[config.mk]
export PLATFORM = sky130hd
export DESIGN_NAME = gpio_input_conditioner_flat
export DESIGN_NICKNAME = d
export VERILOG_FILES = /design/src/rtl/gpio_input_conditioner_if.sv /design/src/rtl/gpio_input_conditioner.sv /design/src/flat_wrapper.sv
export SDC_FILE = /design/constraint.sdc
export NUM_CORES = 1
export LEC_CHECK = 0
export ABC_CLOCK_PERIOD_IN_PS = 2070
export BUFFER_PORTS_ARGS = -buffer_cell sky130_fd_sc_hd__buf_2
export CAP_MARGIN = 25
export CORE_AREA = 2 2 108 110
export CTS_CLUSTER_SIZE = 28
export DETAILED_ROUTE_END_ITERATION = 16
export DIE_AREA = 0 0 110 112
export PLACE_DENSITY = 0.83
export RECOVER_POWER = 100
export SETUP_SLACK_MARGIN = 0.4
export SYNTH_ARGS = -nofsm -noshare
export SYNTH_HDL_FRONTEND = slang
export SYNTH_SLANG_ARGS = --single-unit
[constraint.sdc]
create_clock -name sys_clk -period 2.07 [get_ports sys_clk]
set_input_delay 0.414 -clock sys_clk [delete_from_list [all_inputs] [get_ports sys_clk]]
set_output_delay 0.414 -clock sys_clk [all_outputs]
set_load 0.1 [all_outputs]
[src/rtl/gpio_input_conditioner_if.sv]
// Register-file side bundle of the GPIO input conditioner: pad levels and
// configuration flow in, conditioned levels, edge pulses and interrupt flags flow out.
interface gpio_input_conditioner_if #(
  parameter int WIDTH      = 32,
  parameter int PRESCALE_W = 16,
  parameter int DB_CNT_W   = 4
);
  logic [WIDTH-1:0]      gpio_data_in;
  logic [PRESCALE_W-1:0] db_prescale;
  logic [DB_CNT_W-1:0]   db_threshold;
  logic [WIDTH-1:0]      irq_rise_en;
  logic [WIDTH-1:0]      irq_fall_en;
  logic [WIDTH-1:0]      irq_clr;
  logic [WIDTH-1:0]      gpio_in_sync;
  logic [WIDTH-1:0]      rise_pulse;
  logic [WIDTH-1:0]      fall_pulse;
  logic [WIDTH-1:0]      irq_status;
  logic                  irq;

  modport master (
    output gpio_data_in, db_prescale, db_threshold, irq_rise_en, irq_fall_en, irq_clr,
    input  gpio_in_sync, rise_pulse, fall_pulse, irq_status, irq
  );

  modport slave (
    input  gpio_data_in, db_prescale, db_threshold, irq_rise_en, irq_fall_en, irq_clr,
    output gpio_in_sync, rise_pulse, fall_pulse, irq_status, irq
  );
endinterface

[src/rtl/gpio_input_conditioner.sv]
// GPIO input conditioner: 2-flop synchroniser, optional per-pin debounce
// (enabled by defining GPIO_IN_DEBOUNCE_EN), edge detection and sticky interrupt flags.
module gpio_input_conditioner #(
  parameter int WIDTH      = 32,
  parameter int PRESCALE_W = 16,
  parameter int DB_CNT_W   = 4
) (
  input logic                    sys_clk,
  input logic                    sys_rst,
  gpio_input_conditioner_if.slave bus
);

  logic [WIDTH-1:0] sync1_q;
  logic [WIDTH-1:0] sync2_q;
  logic [WIDTH-1:0] stable_q;
  logic [WIDTH-1:0] stable_d;
  logic [WIDTH-1:0] stable_dly_q;
  logic [WIDTH-1:0] irq_status_q;
  logic [WIDTH-1:0] irq_status_d;
  logic [WIDTH-1:0] rise;
  logic [WIDTH-1:0] fall;

`ifdef GPIO_IN_DEBOUNCE_EN
  logic [PRESCALE_W-1:0] pcnt_q;
  logic                  tick;
  logic [DB_CNT_W-1:0]   thr_last;

  // Using >= rather than == makes a lowered prescale wrap on the next cycle.
  assign tick     = (pcnt_q >= bus.db_prescale);
  assign thr_last = (bus.db_threshold == '0) ? '0 : bus.db_threshold - 1'b1;

  always_ff @(posedge sys_clk) begin
    if (!sys_rst) begin
      pcnt_q <= '0;
    end else if (tick) begin
      pcnt_q <= '0;
    end else begin
      pcnt_q <= pcnt_q + 1'b1;
    end
  end

  genvar gi;
  generate
    for (gi = 0; gi < WIDTH; gi++) begin : g_db
      logic [DB_CNT_W-1:0] dcnt_q;
      logic [DB_CNT_W-1:0] dcnt_d;
      logic                differ;
      logic                accept;

      assign differ = sync2_q[gi] ^ stable_q[gi];
      assign accept = differ & tick & (dcnt_q == thr_last);
      assign stable_d[gi] = accept ? sync2_q[gi] : stable_q[gi];

      always_comb begin
        dcnt_d = dcnt_q;
        if (!differ) begin
          dcnt_d = '0;
        end else if (tick) begin
          dcnt_d = accept ? '0 : dcnt_q + 1'b1;
        end
      end

      always_ff @(posedge sys_clk) begin
        if (!sys_rst) begin
          dcnt_q <= '0;
        end else begin
          dcnt_q <= dcnt_d;
        end
      end
    end
  endgenerate
`else
  // Debounce configuration inputs have no function in this build.
  logic unused_db_cfg;
  assign unused_db_cfg = ^{bus.db_prescale, bus.db_threshold};
  assign stable_d      = sync2_q;
`endif

  assign rise = stable_q & ~stable_dly_q;
  assign fall = ~stable_q & stable_dly_q;

  // Set is OR-ed in after the clear mask so a same-cycle event wins.
  assign irq_status_d = (irq_status_q & ~bus.irq_clr)
                      | (rise & bus.irq_rise_en)
                      | (fall & bus.irq_fall_en);

  always_ff @(posedge sys_clk) begin
    if (!sys_rst) begin
      sync1_q      <= '0;
      sync2_q      <= '0;
      stable_q     <= '0;
      stable_dly_q <= '0;
      irq_status_q <= '0;
    end else begin
      sync1_q      <= bus.gpio_data_in;
      sync2_q      <= sync1_q;
      stable_q     <= stable_d;
      stable_dly_q <= stable_q;
      irq_status_q <= irq_status_d;
    end
  end

  assign bus.gpio_in_sync = stable_q;
  assign bus.rise_pulse   = rise;
  assign bus.fall_pulse   = fall;
  assign bus.irq_status   = irq_status_q;
  assign bus.irq          = |irq_status_q;

endmodule

[src/flat_wrapper.sv]
// flat-port wrapper written by rule: the top's interface ports become plain ports
module gpio_input_conditioner_flat 
#(
  parameter int WIDTH      = 32,
  parameter int PRESCALE_W = 16,
  parameter int DB_CNT_W   = 4
)
  (sys_clk, sys_rst, bus_gpio_data_in, bus_db_prescale, bus_db_threshold, bus_irq_rise_en, bus_irq_fall_en, bus_irq_clr, bus_gpio_in_sync, bus_rise_pulse, bus_fall_pulse, bus_irq_status, bus_irq);
  gpio_input_conditioner_if #(.WIDTH(WIDTH), .PRESCALE_W(PRESCALE_W), .DB_CNT_W(DB_CNT_W)) bus_i ();
  input logic sys_clk;
  input logic sys_rst;
  input wire logic [$bits(bus_i.gpio_data_in)-1:0] bus_gpio_data_in;
  input wire logic [$bits(bus_i.db_prescale)-1:0] bus_db_prescale;
  input wire logic [$bits(bus_i.db_threshold)-1:0] bus_db_threshold;
  input wire logic [$bits(bus_i.irq_rise_en)-1:0] bus_irq_rise_en;
  input wire logic [$bits(bus_i.irq_fall_en)-1:0] bus_irq_fall_en;
  input wire logic [$bits(bus_i.irq_clr)-1:0] bus_irq_clr;
  output wire logic [$bits(bus_i.gpio_in_sync)-1:0] bus_gpio_in_sync;
  output wire logic [$bits(bus_i.rise_pulse)-1:0] bus_rise_pulse;
  output wire logic [$bits(bus_i.fall_pulse)-1:0] bus_fall_pulse;
  output wire logic [$bits(bus_i.irq_status)-1:0] bus_irq_status;
  output wire logic [$bits(bus_i.irq)-1:0] bus_irq;
  assign bus_i.gpio_data_in = bus_gpio_data_in;
  assign bus_i.db_prescale = bus_db_prescale;
  assign bus_i.db_threshold = bus_db_threshold;
  assign bus_i.irq_rise_en = bus_irq_rise_en;
  assign bus_i.irq_fall_en = bus_irq_fall_en;
  assign bus_i.irq_clr = bus_irq_clr;
  assign bus_gpio_in_sync = bus_i.gpio_in_sync;
  assign bus_rise_pulse = bus_i.rise_pulse;
  assign bus_fall_pulse = bus_i.fall_pulse;
  assign bus_irq_status = bus_i.irq_status;
  assign bus_irq = bus_i.irq;
  gpio_input_conditioner #(.WIDTH(WIDTH), .PRESCALE_W(PRESCALE_W), .DB_CNT_W(DB_CNT_W)) u_core (.sys_clk(sys_clk), .sys_rst(sys_rst), .bus(bus_i));
endmodule
# Yosys cells after proc, flatten, opt, wreduce, memory -nomap -nowiden
# Index checks and enable logic that the tools add are counted.
# word_totals
output_inout_bits,129
inputBits,150
elab_cells,16
regBits,160
# op_classes
bitwise,10
reduce_logical,1
# op_table
operator,n
bitwise AND 32 bit,5
inverter 32 bit,3
OR 32 bit,2
OR reduction 32 bit,1

# Logic depth before layout (Yosys ltp)
# Gate-level depths: netlist (run 1).
# depth
depth_word,5
mapped_depth,3
depth_no_buf,3

# Worst setup path after synthesis (run 1)
# OpenSTA, ideal clock, no wires.
# synth_path
kind,register to register
start,"register u_core.stable_q[0], in the netlist u_core.bus.gpio_in_sync[0]"
end,"register u_core.irq_status_q[0], in the netlist u_core.bus.irq_status[0]"
n_path_buf,0
synth_period_minus_slack_ns,2.918
path_slack_ns,-0.848
path_stages_with_launch,4
arrival_time_ns,2.846
t_required_ns,1.998
setup_ns,0.072
cell_sequence,dfxtp_1 > nor2b_1 > a222oi_1 > nor2b_1
# synth_between
elab_chain_cells,4
elab_cells_between_ends,7
classes_between,bitwise: 7
# synth_rtl
element,line_no,text
"start, declared",gpio_input_conditioner.sv:15,logic [WIDTH-1:0] stable_q;
"start signal, assigned",gpio_input_conditioner.sv:97,stable_q <= stable_d;
bitwise AND 32 bit,gpio_input_conditioner.sv:79,assign rise = stable_q & ~stable_dly_q;
named net bus_rise_pulse[0],flat_wrapper.sv:19,output wire logic [$bits(bus_i.rise_pulse)-1:0] bus_rise_pulse;
bitwise AND 32 bit,gpio_input_conditioner.sv:84,| (rise & bus.irq_rise_en)
OR 32 bit,gpio_input_conditioner.sv:84,
OR 32 bit,gpio_input_conditioner.sv:85,| (fall & bus.irq_fall_en);
"end signal, assigned",gpio_input_conditioner.sv:99,irq_status_q <= irq_status_d;
"end, declared",gpio_input_conditioner.sv:18,logic [WIDTH-1:0] irq_status_q;
# The timed path passes the listed nets, and every way through them passes these cells.
# A chain may end at the register's enable or synchronous reset.

# Worst setup path after layout (run 1)
# layout_path
start,"register u_core.irq_status_q[6], in the netlist u_core.bus.irq_status[6]"
end,output port bus_irq
# layout_between
elab_chain_cells,1
# layout_rtl
element,line_no,text
OR reduction 32 bit,gpio_input_conditioner.sv:107,assign bus.irq = |irq_status_q;
"end, declared",flat_wrapper.sv:22,output wire logic [$bits(bus_i.irq)-1:0] bus_irq;
# No other way between the ends.

==> impl_metrics.yaml, run 1 <==
drt:
  detail_route.wl_per_cell_um: 14.8
  routed-via-count: 4287
  drc: 0
  first_pass_iters: 7
  postRouteAntennaNets: 0
  drt_iter0_drc: 219
  avgViaCountPerCell: 4.77
  totalWireLength_um: 13300
die:
  fp-row-count: 39
  io_pins: 279
  core_area_mm2: 0.0112
  die_area_mm2: 0.0123
  initial_core_util: 0.465
  fp.dieW_um: 110
  die_h_um: 112
worst_setup_path:
  crit_required_ns: 1.66
  max_stage_delay_ns: 0.35
  path_cells: "nor4_2 > buf_4 > nand4_1 > or2_4 > buf_12"
  crit_path_end_kind: "output pin"
  crit_arrival_ns: 1.72
  crit_slowest_cell: "dfxtp_4"
  reg2reg_to: "u_core.bus.irq_status[27]$_SDFF_PN0_"
  crit_type: "reg2out"
  worstRegToRegCells: 3
  start_kind: "register"
  worstPathMaxFanout: 3
  r2r_slack_ns: 1.00
  reg2reg_from: "u_core.bus.gpio_in_sync[27]$_SDFF_PN0_"
global_route:
  antenna_found_initial: 1
  grt-busiest-layer: "met2"
  grtUsageMet2: 0.351
  met1_usage: 0.215
  first_global_vias: 4220
  grt_pass1_wl_um: 19100
  grt_usage: 0.199
  grt_use_met3: 0.0621
  grt_max_degree: 74
  grt_overflow_total: 0
logic_synthesis:
  synthCells: 476
  yosysWarnings: 0
  syn_area_per_cell_um2: 10.9
  synth_nets: 626
  synthesis.area_mm2: 0.00520
  synth_seq_cells: 160
  synth_cell_types: 12
  seq_area_frac_synth: 0.616
min_path:
  hp-class: "in2reg"
  hold_path_end: "u_core.sync1_q[31]$_SDFF_PN0_"
  holdPathStages: 2
  worstHoldStart: "bus_gpio_data_in[31]"
finish:
  layout.nets: 893
  multi_input_area_mm2: 0.00231
  fill_cells: 760
  drive_gt1_frac: 0.552
  seqCellArea_mm2: 0.00336
  syn_to_final_growth_pct: 59.6
  diodes: 0
pwr:
  leakagePower_nw: 3.81
  powerDensity_mw_per_mm2: 859
  power.total_mw: 7.12
  ir_drop_uv: 575
clocking:
  cts_buffers: 17
  holdBufCountCts: 0
  clockRootBuffer: "clkbuf_16"
  clock-sinks: 160
  clkTransAtPathRegs_ns: 0.06
  cts_max_path_buffers: 2
  clock_latency_ns: 0.40
  htreeDepth: 4
  cts_tree: "yes"
sta:
  hold_viol: 0
  grt_setup_unrepaired: "true"
  setup_viol: 1
  fmax_mhz: 468
  tns_ns: -0.0646
  hold_slack_ns: 0.211
  slew_headroom: 0.448
  setup_ws_ns: -0.0646
  skew_ns: 0.00446
  min_period_over_period: 1.03
  maxSlewViolCount: 0
  tightest_slew_ns: 0.827
  layout_min_cycle_time_ns: 2.13
placed_design:
  hpwl_um: 9160
  dp_slack_ns: 0.0686
  numPortBuffers: 258
  finalWeightedCongestion: 0.835
status:
  violations: "setup timing"
  status: "finished with violations"
flow_run:
  cap_violations: 0
-- cell usage in the layout (no fill, tap or decap), drive strengths merged --
cell type and n:
nand4 2, a222oi 32, and2 128, dfxtp 160, nor4 8, clkbuf 47, nor2b 96, buf 237
clkinv 7, or2 1, bufinv 2, inv 34, clkinvlp 2
-- where the power goes --
group	internal [mW]	leakage [nW]	switching (mW)
clock	1.81	0.279	1.18
combinational	0.302	2.19	0.624
sequential	3.15	1.34	0.0616
-- synth_stat cells --
cell type | number | area share
nor2b_1 | 96 | 0.12
a222oi_1 | 32 | 0.062
buf_4 | 1 | 0.0014
and2_1 | 128 | 0.15
or2_1 | 1 | 0.0012
nor4_1 | 8 | 0.0096
dfxtp_1 | 160 | 0.62
nand4_1 | 2 | 0.0024
clkbuf_2 | 7 | 0.0067
clkbuf_1 | 3 | 0.0022
buf_2 | 6 | 0.0058
inv_1 | 32 | 0.023
-- sequential cells by signal, summed over array words and instances, names as in the netlist --
signal / count
u_core.bus.gpio_in_sync: 32
u_core.bus.irq_status: 32
u_core.stable_d: 32
u_core.stable_dly_q: 32
u_core.sync1_q: 32
-- critical path, delay by kind of cell (launching register included) --
family	cells	cell delay, ns
buf+inv	2	0.33
flops	1	0.35
simple gates	3	0.64
-- cell type report --
class                   count  area share
clock buffers              19      0.0534
clock inverters            13      0.0164
inverters                  32      0.0145
multi-input cells         267       0.279
flip-flops and latches    160       0.405
well taps                 143      0.0216
repair buffers            265       0.210
-- routing by layer --
layer | share of wire | up-vias
li1 | - | 2089
met1 | 0.37 | 1989
met2 | 0.54 | 185
met3 | 0.069 | 24
met4 | 0.022 | 0
met5 | 0 | -
-- how the worst max path moves through the flow --
| stage | from | end | depth (start not counted) |
|---|---|---|---|
| floorplan | u_core.bus.irq_status[21]$_SDFF_PN0_ | bus_irq | 3 |
| CTS | u_core.bus.irq_status[27]$_SDFF_PN0_ | bus_irq | 5 |
| global route | u_core.bus.irq_status[6]$_SDFF_PN0_ | bus_irq | 5 |
| detailed placement | u_core.bus.irq_status[5]$_SDFF_PN0_ | bus_irq | 5 |
| global placement | u_core.bus.irq_status[5]$_SDFF_PN0_ | bus_irq | 5 |
| finish | u_core.bus.irq_status[6]$_SDFF_PN0_ | bus_irq | 5 |
-- stage by stage --
stage	instance area, um2	instances	util
floorplan	5870	476	-
finish	8290	899	0.742
CTS	8180	899	0.732
global placement	7310	866	0.655
detailed placement	7310	866	0.655
global route	8290	899	0.742
-- cell families (layout without fill, tap and decap cells) --
family / count (synthesis) / in the layout / share of synthesized area
buffers and inverters: 49 / 329 / 0.0392
AO/OA/AOI/OAI: 32 / 32 / 0.0616
flip-flops: 160 / 160 / 0.616
AND/OR/NAND/NOR: 235 / 235 / 0.283
-- repair_timing --
item | 4_1_cts | 5_1_grt
gates resized for setup | 92 | 71
buffers inserted | 1 | 0
pin swaps | 2 | 2
gates cloned | 0 | 0
setup endpoints to repair | 65 | 63
Power figures use the tool's default switching activity.
==> run 2: changes to the inputs <==
--- a/config.mk
+++ b/config.mk
@@ -15,6 +15,7 @@
 export PLACE_DENSITY = 0.83
 export RECOVER_POWER = 100
 export SETUP_SLACK_MARGIN = 0.4
+export SKIP_CTS_REPAIR_TIMING = 1
 export SYNTH_ARGS = -nofsm -noshare
 export SYNTH_HDL_FRONTEND = slang
 export SYNTH_SLANG_ARGS = --single-unit
==> constraint.sdc (replaced) <==
create_clock -name sys_clk -period 2.07 [get_ports sys_clk]
set_input_delay 0.1035 -clock sys_clk [delete_from_list [all_inputs] [get_ports sys_clk]]
set_output_delay 0.1035 -clock sys_clk [all_outputs]
set_load 0.1 [all_outputs]
==> run 2 against run 1 <==
The run ends with hold timing left. Clock power grew 4%. Clock-buffer cell count grew 3. Non-clock buffer count grew 66. Die area is the same. Cell count grew 7.3%. Register-to-register slack lost 0.58 ns. Worst hold slack lost 0.24 ns. Design area grew 1.8%. Critical path depth shrank 1. Sequential power is essentially flat. Combinational power grew 5.6%. Sequential share of layout area shrank 1.1 points. Critical endpoint unchanged.
==> impl_metrics.yaml, run 2 (synthesis results as in run 1) <==
status:
  status: "finished with violations"
  violations: "hold timing"
sta:
  slew_headroom: 0.194
  layout_min_cycle_time_ns: 1.89
  hold_viol: 12
  hold_slack_ns: -0.0331
  tns_ns: 0
  setup_viol: 0
  min_period_over_period: 0.911
  fmax_mhz: 530
  maxSlewViolCount: 0
  skew_ns: 0.00892
  grt_setup_unrepaired: "true"
  tightest_slew_ns: 1.21
pwr:
  leakagePower_nw: 3.71
  switchingPower_mw: 1.90
  seq_power_share: 0.441
  ir_drop_uv: 547
  p_sw_frac: 0.261
  p_int_mw: 5.40
  combPwrFrac: 0.134
  powerDensity_mw_per_mm2: 866
  p_clk_frac: 0.425
global_route:
  grt_max_degree: 77
  grt_usage: 0.193
  antenna_found_initial: 0
  first_global_vias: 4108
  grt_overflow_total: 0
  grt_pass1_wl_um: 18500
drt:
  first_pass_iters: 6
  totalWireLength_um: 14300
  drc: 0
  routed-via-count: 4592
  detail_route.wl_per_cell_um: 14.8
  postRouteAntennaNets: 0
  drt_iter0_drc: 307
  avgViaCountPerCell: 4.76
clocking:
  clock-sinks: 160
  cts_buffers: 17
  clkTransAtPathRegs_ns: 0.06
  htreeDepth: 4
  cts_tree: "yes"
  cts_max_path_buffers: 2
  clockRootBuffer: "clkbuf_16"
  clock_latency_ns: 0.41
worst_setup_path:
  reg2reg_from: "u_core.bus.gpio_in_sync[23]$_SDFF_PN0_"
  crit_path_end_kind: "output pin"
  crit_type: "reg2out"
  start_kind: "register"
  r2r_slack_ns: 0.42
  cpLargestDelayFamily: "simple AND/OR/NAND/NOR gates"
  max_stage_delay_ns: 0.37
  crit_arrival_ns: 1.78
  crit_start: "u_core.bus.irq_status[27]$_SDFF_PN0_"
  worstPathMaxFanout: 3
  path_cells: "nor4_2 > nand4_1 > or2_4 > buf_12"
  crit_required_ns: 1.97
  crit_buf_inv: 1
  crit_slowest_cell: "nor4_2"
finish:
  diodes: 0
  final_common_cell: "buf_2"
  drive_gt1_frac: 0.428
  fill_cells: 757
  fin_cells: 965
  syn_to_final_growth_pct: 62.4
  final_util: 0.755
  layout.nets: 959
  layout_common_cells: "buf_2 (128), dfxtp_1 (105), and2_1 (84)"
  final_area_mm2: 0.00844
die:
  die_h_um: 112
  fp-row-count: 39
  die_area_mm2: 0.0123
  core_area_mm2: 0.0112
  initial_core_util: 0.465
  io_pins: 279
  fp.dieW_um: 110
min_path:
  hp-class: "in2reg"
  worstHoldStart: "bus_irq_fall_en[24]"
placed_design:
  hpwl_um: 8840
  postPlaceCellArea_mm2: 0.00725
  place_inst: 863
  numPortBuffers: 258
  finalWeightedCongestion: 0.864
flow_run:
  cap_violations: 0
-- run 2: cell count changes in the layout (fill, tap and decap cells not counted), sizes merged --
cell / before / now
clkbuf: 47 / 153
dlygate4sd3: 0 / 70
buf: 237 / 130
bufinv: 2 / 1
inv: 34 / 32
-- run 2: layout make-up --
type                    instances  area [um2]  area share
flip-flops and latches        160        3330       0.394
multi-input cells             267        2250       0.266
repair buffers                331        1950       0.231
clock buffers                  22         518      0.0614
well taps                     143         179      0.0212
inverters                      32         120      0.0142
clock inverters                10        98.8      0.0117
-- run 2: per-stage QoR --
stage	worst slack, ns	total power [mW]
final	0.184	7.31
after global routing	0.117	7.57
after CTS	-0.168	7.25
after detailed placement	0.282	4.14
after global placement	0.280	4.12
after floorplan	0.328	3.91
-- run 2: worst min-delay path, stage by stage --
cell and delay (ns):
buf_2 0.08, a222oi_1 0.05, nor2b_1 0.10
-- run 2: final timing paths --
path / cells past startpoint / to
hold / removal: 3 / u_core.bus.irq_status[24]$_SDFF_PN0_
setup / recovery: 4 / bus_irq
setup reg to reg: 4 / u_core.bus.irq_status[23]$_SDFF_PN0_
hold reg to reg: 1 / u_core.bus.gpio_in_sync[26]$_SDFF_PN0_
-- run 2: power by group through the flow --
stage | clock (mW) | combinational, mW | sequential, mW
2_1_floorplan | 0 | 0.427 | 3.49
3_3_place_gp | 0 | 0.846 | 3.27
3_5_place_dp | 0 | 0.857 | 3.28
4_1_cts | 3.18 | 0.861 | 3.21
5_1_grt | 3.31 | 1.03 | 3.23
6_report | 3.11 | 0.978 | 3.22
-- run 2: per-layer routing --
layer  routed length, um  global-route usage  vias to the layer above
met5                   0                   0                        -
met4                 349              0.0852                        0
met3                 792              0.0509                       32
met2                7750               0.347                      189
met1                5380               0.208                     2149
li1                    -                   -                     2222
==> run 3: changes to the inputs <==
--- a/config.mk
+++ b/config.mk
@@ -12,6 +12,7 @@
 export CTS_CLUSTER_SIZE = 28
 export DETAILED_ROUTE_END_ITERATION = 16
 export DIE_AREA = 0 0 110 112
+export GPL_TIMING_DRIVEN = 0
 export PLACE_DENSITY = 0.83
 export RECOVER_POWER = 100
 export SETUP_SLACK_MARGIN = 0.4
==> run 3 against run 2 <==
The flow still finishes with violations (hold timing). Sequential share of layout area fell by 0.47 points. Highest routed layer unchanged. Via count is 2.8% higher. Utilization shrank 1.0 points. Critical endpoint unchanged. Design area fell by 1.3%.
==> impl_metrics.yaml, run 3 (synthesis results as in run 1) <==
status:
  status: "finished with violations"
  violations: "hold timing"
sta:
  skew_ns: 0.00845
  tightest_slew_ns: 1.21
  tns_ns: 0
  setup_viol: 0
  hold_viol: 8
  layout_min_cycle_time_ns: 1.89
  slew_headroom: 0.195
  maxSlewViolCount: 0
  fmax_mhz: 529
  hold_slack_ns: -0.0168
  min_period_over_period: 0.914
  grt_setup_unrepaired: "true"
drt:
  detail_route.wl_per_cell_um: 16.0
  postRouteAntennaNets: 0
  avgViaCountPerCell: 4.80
  drc: 0
  drt_iter0_drc: 264
  totalWireLength_um: 15700
  routed-via-count: 4719
  first_pass_iters: 5
finish:
  diodes: 0
  drive_gt1_frac: 0.404
  layout.nets: 978
  layout_common_cells: "buf_2 (134), dfxtp_1 (128), clkbuf_2 (103)"
  syn_to_final_growth_pct: 60.3
  final_area_mm2: 0.00833
  final_common_cell: "buf_2"
die:
  io_pins: 279
  core_area_mm2: 0.0112
  fp-row-count: 39
  initial_core_util: 0.465
  fp.dieW_um: 110
  die_area_mm2: 0.0123
  die_h_um: 112
global_route:
  antenna_found_initial: 0
  grt_usage: 0.213
  grt_overflow_total: 0
  first_global_vias: 4230
  grt_max_degree: 17
  grt_pass1_wl_um: 20100
placed_design:
  finalWeightedCongestion: 0.865
  numPortBuffers: 257
  postPlaceCellArea_mm2: 0.00729
  hpwl_um: 10200
worst_setup_path:
  crit_required_ns: 1.97
  crit_slowest_cell: "dfxtp_2"
  cp.depth: 4
  path_cells: "nor4_4 > nand4_1 > or2_4 > buf_8"
  crit_buf_inv: 1
  cpLargestDelayFamily: "simple AND/OR/NAND/NOR gates"
  r2r_slack_ns: 0.40
  crit_type: "reg2out"
  crit_arrival_ns: 1.79
  worstPathMaxFanout: 3
  max_stage_delay_ns: 0.34
  worstRegToRegCells: 4
  crit_path_end_kind: "output pin"
  start_kind: "register"
pwr:
  ir_drop_uv: 513
  powerDensity_mw_per_mm2: 879
  p_int_mw: 5.34
  p_clk_frac: 0.422
  p_sw_frac: 0.271
  seq_power_share: 0.442
  leakagePower_nw: 3.83
  combPwrFrac: 0.136
  power.total_mw: 7.32
  switchingPower_mw: 1.99
clocking:
  htreeDepth: 4
  cts_buffers: 17
  clock-sinks: 160
  cts_max_path_buffers: 2
  cts_tree: "yes"
  clock_latency_ns: 0.41
  clkTransAtPathRegs_ns: 0.06
  clockRootBuffer: "clkbuf_16"
flow_run:
  cap_violations: 0
min_path:
  holdPathStages: 3
  hp-class: "in2reg"
-- run 3: changes by cell type in the layout (fill, tap and decap cells not counted), sizes merged --
| cell | before | now |
|---|---|---|
| clkinvlp | 2 | 4 |
| inv | 32 | 36 |
| dlygate4sd3 | 70 | 76 |
| clkinv | 7 | 3 |
| buf | 130 | 136 |
| clkbuf | 153 | 158 |
-- run 3: area by class of cell --
cell class              instances  area (um2)
fillers                       780        2850
well taps                     143         179
flip-flops and latches        160        3240
clock buffers                  20         479
inverters                      32         120
repair buffers                333        2020
multi-input cells             267        2090
plain buffers                  17        83.8
clock inverters                12         120
-- run 3: worst paths after layout --
| path | end | start |
|---|---|---|
| worst max-delay path | bus_irq | u_core.bus.irq_status[27]$_SDFF_PN0_ |
| worst min-delay path | u_core.bus.irq_status[17]$_SDFF_PN0_ | bus_irq_fall_en[17] |
| worst max register to register | u_core.bus.irq_status[5]$_SDFF_PN0_ | u_core.bus.gpio_in_sync[5]$_SDFF_PN0_ |
| worst min register to register | u_core.bus.gpio_in_sync[9]$_SDFF_PN0_ | u_core.stable_d[9]$_SDFF_PN0_ |
-- run 3: routing by layer --
metal	vias up	global-route usage	part of all wire
met5	-	0	0
met3	26	0.0662	0.055
met4	0	0.0768	0.019
li1	2260	-	-
met1	2240	0.224	0.37
met2	193	0.389	0.56
-- run 3: metrics by stage --
step | setup slack [ns] | utilization | cells
floorplan | 0.328 | - | 476
global placement | 0.257 | 0.652 | 876
detailed placement | 0.265 | 0.652 | 876
CTS | -0.182 | 0.706 | 908
global route | 0.119 | 0.745 | 984
finish | 0.178 | 0.745 | 984
-- run 3: worst min-delay path: stages --
cell,delay (ns)
buf_2,0.07
a222oi_1,0.05
nor2b_1,0.12
-- run 3: power groups by stage --
| stage | combinational [mW] | sequential (mW) | clock [mW] |
|---|---|---|---|
| floorplan | 0.427 | 3.49 | 0 |
| global placement | 0.857 | 3.28 | 0 |
| detailed placement | 0.871 | 3.28 | 0 |
| CTS | 0.875 | 3.21 | 3.12 |
| global route | 1.04 | 3.25 | 3.26 |
| finish | 0.993 | 3.24 | 3.09 |
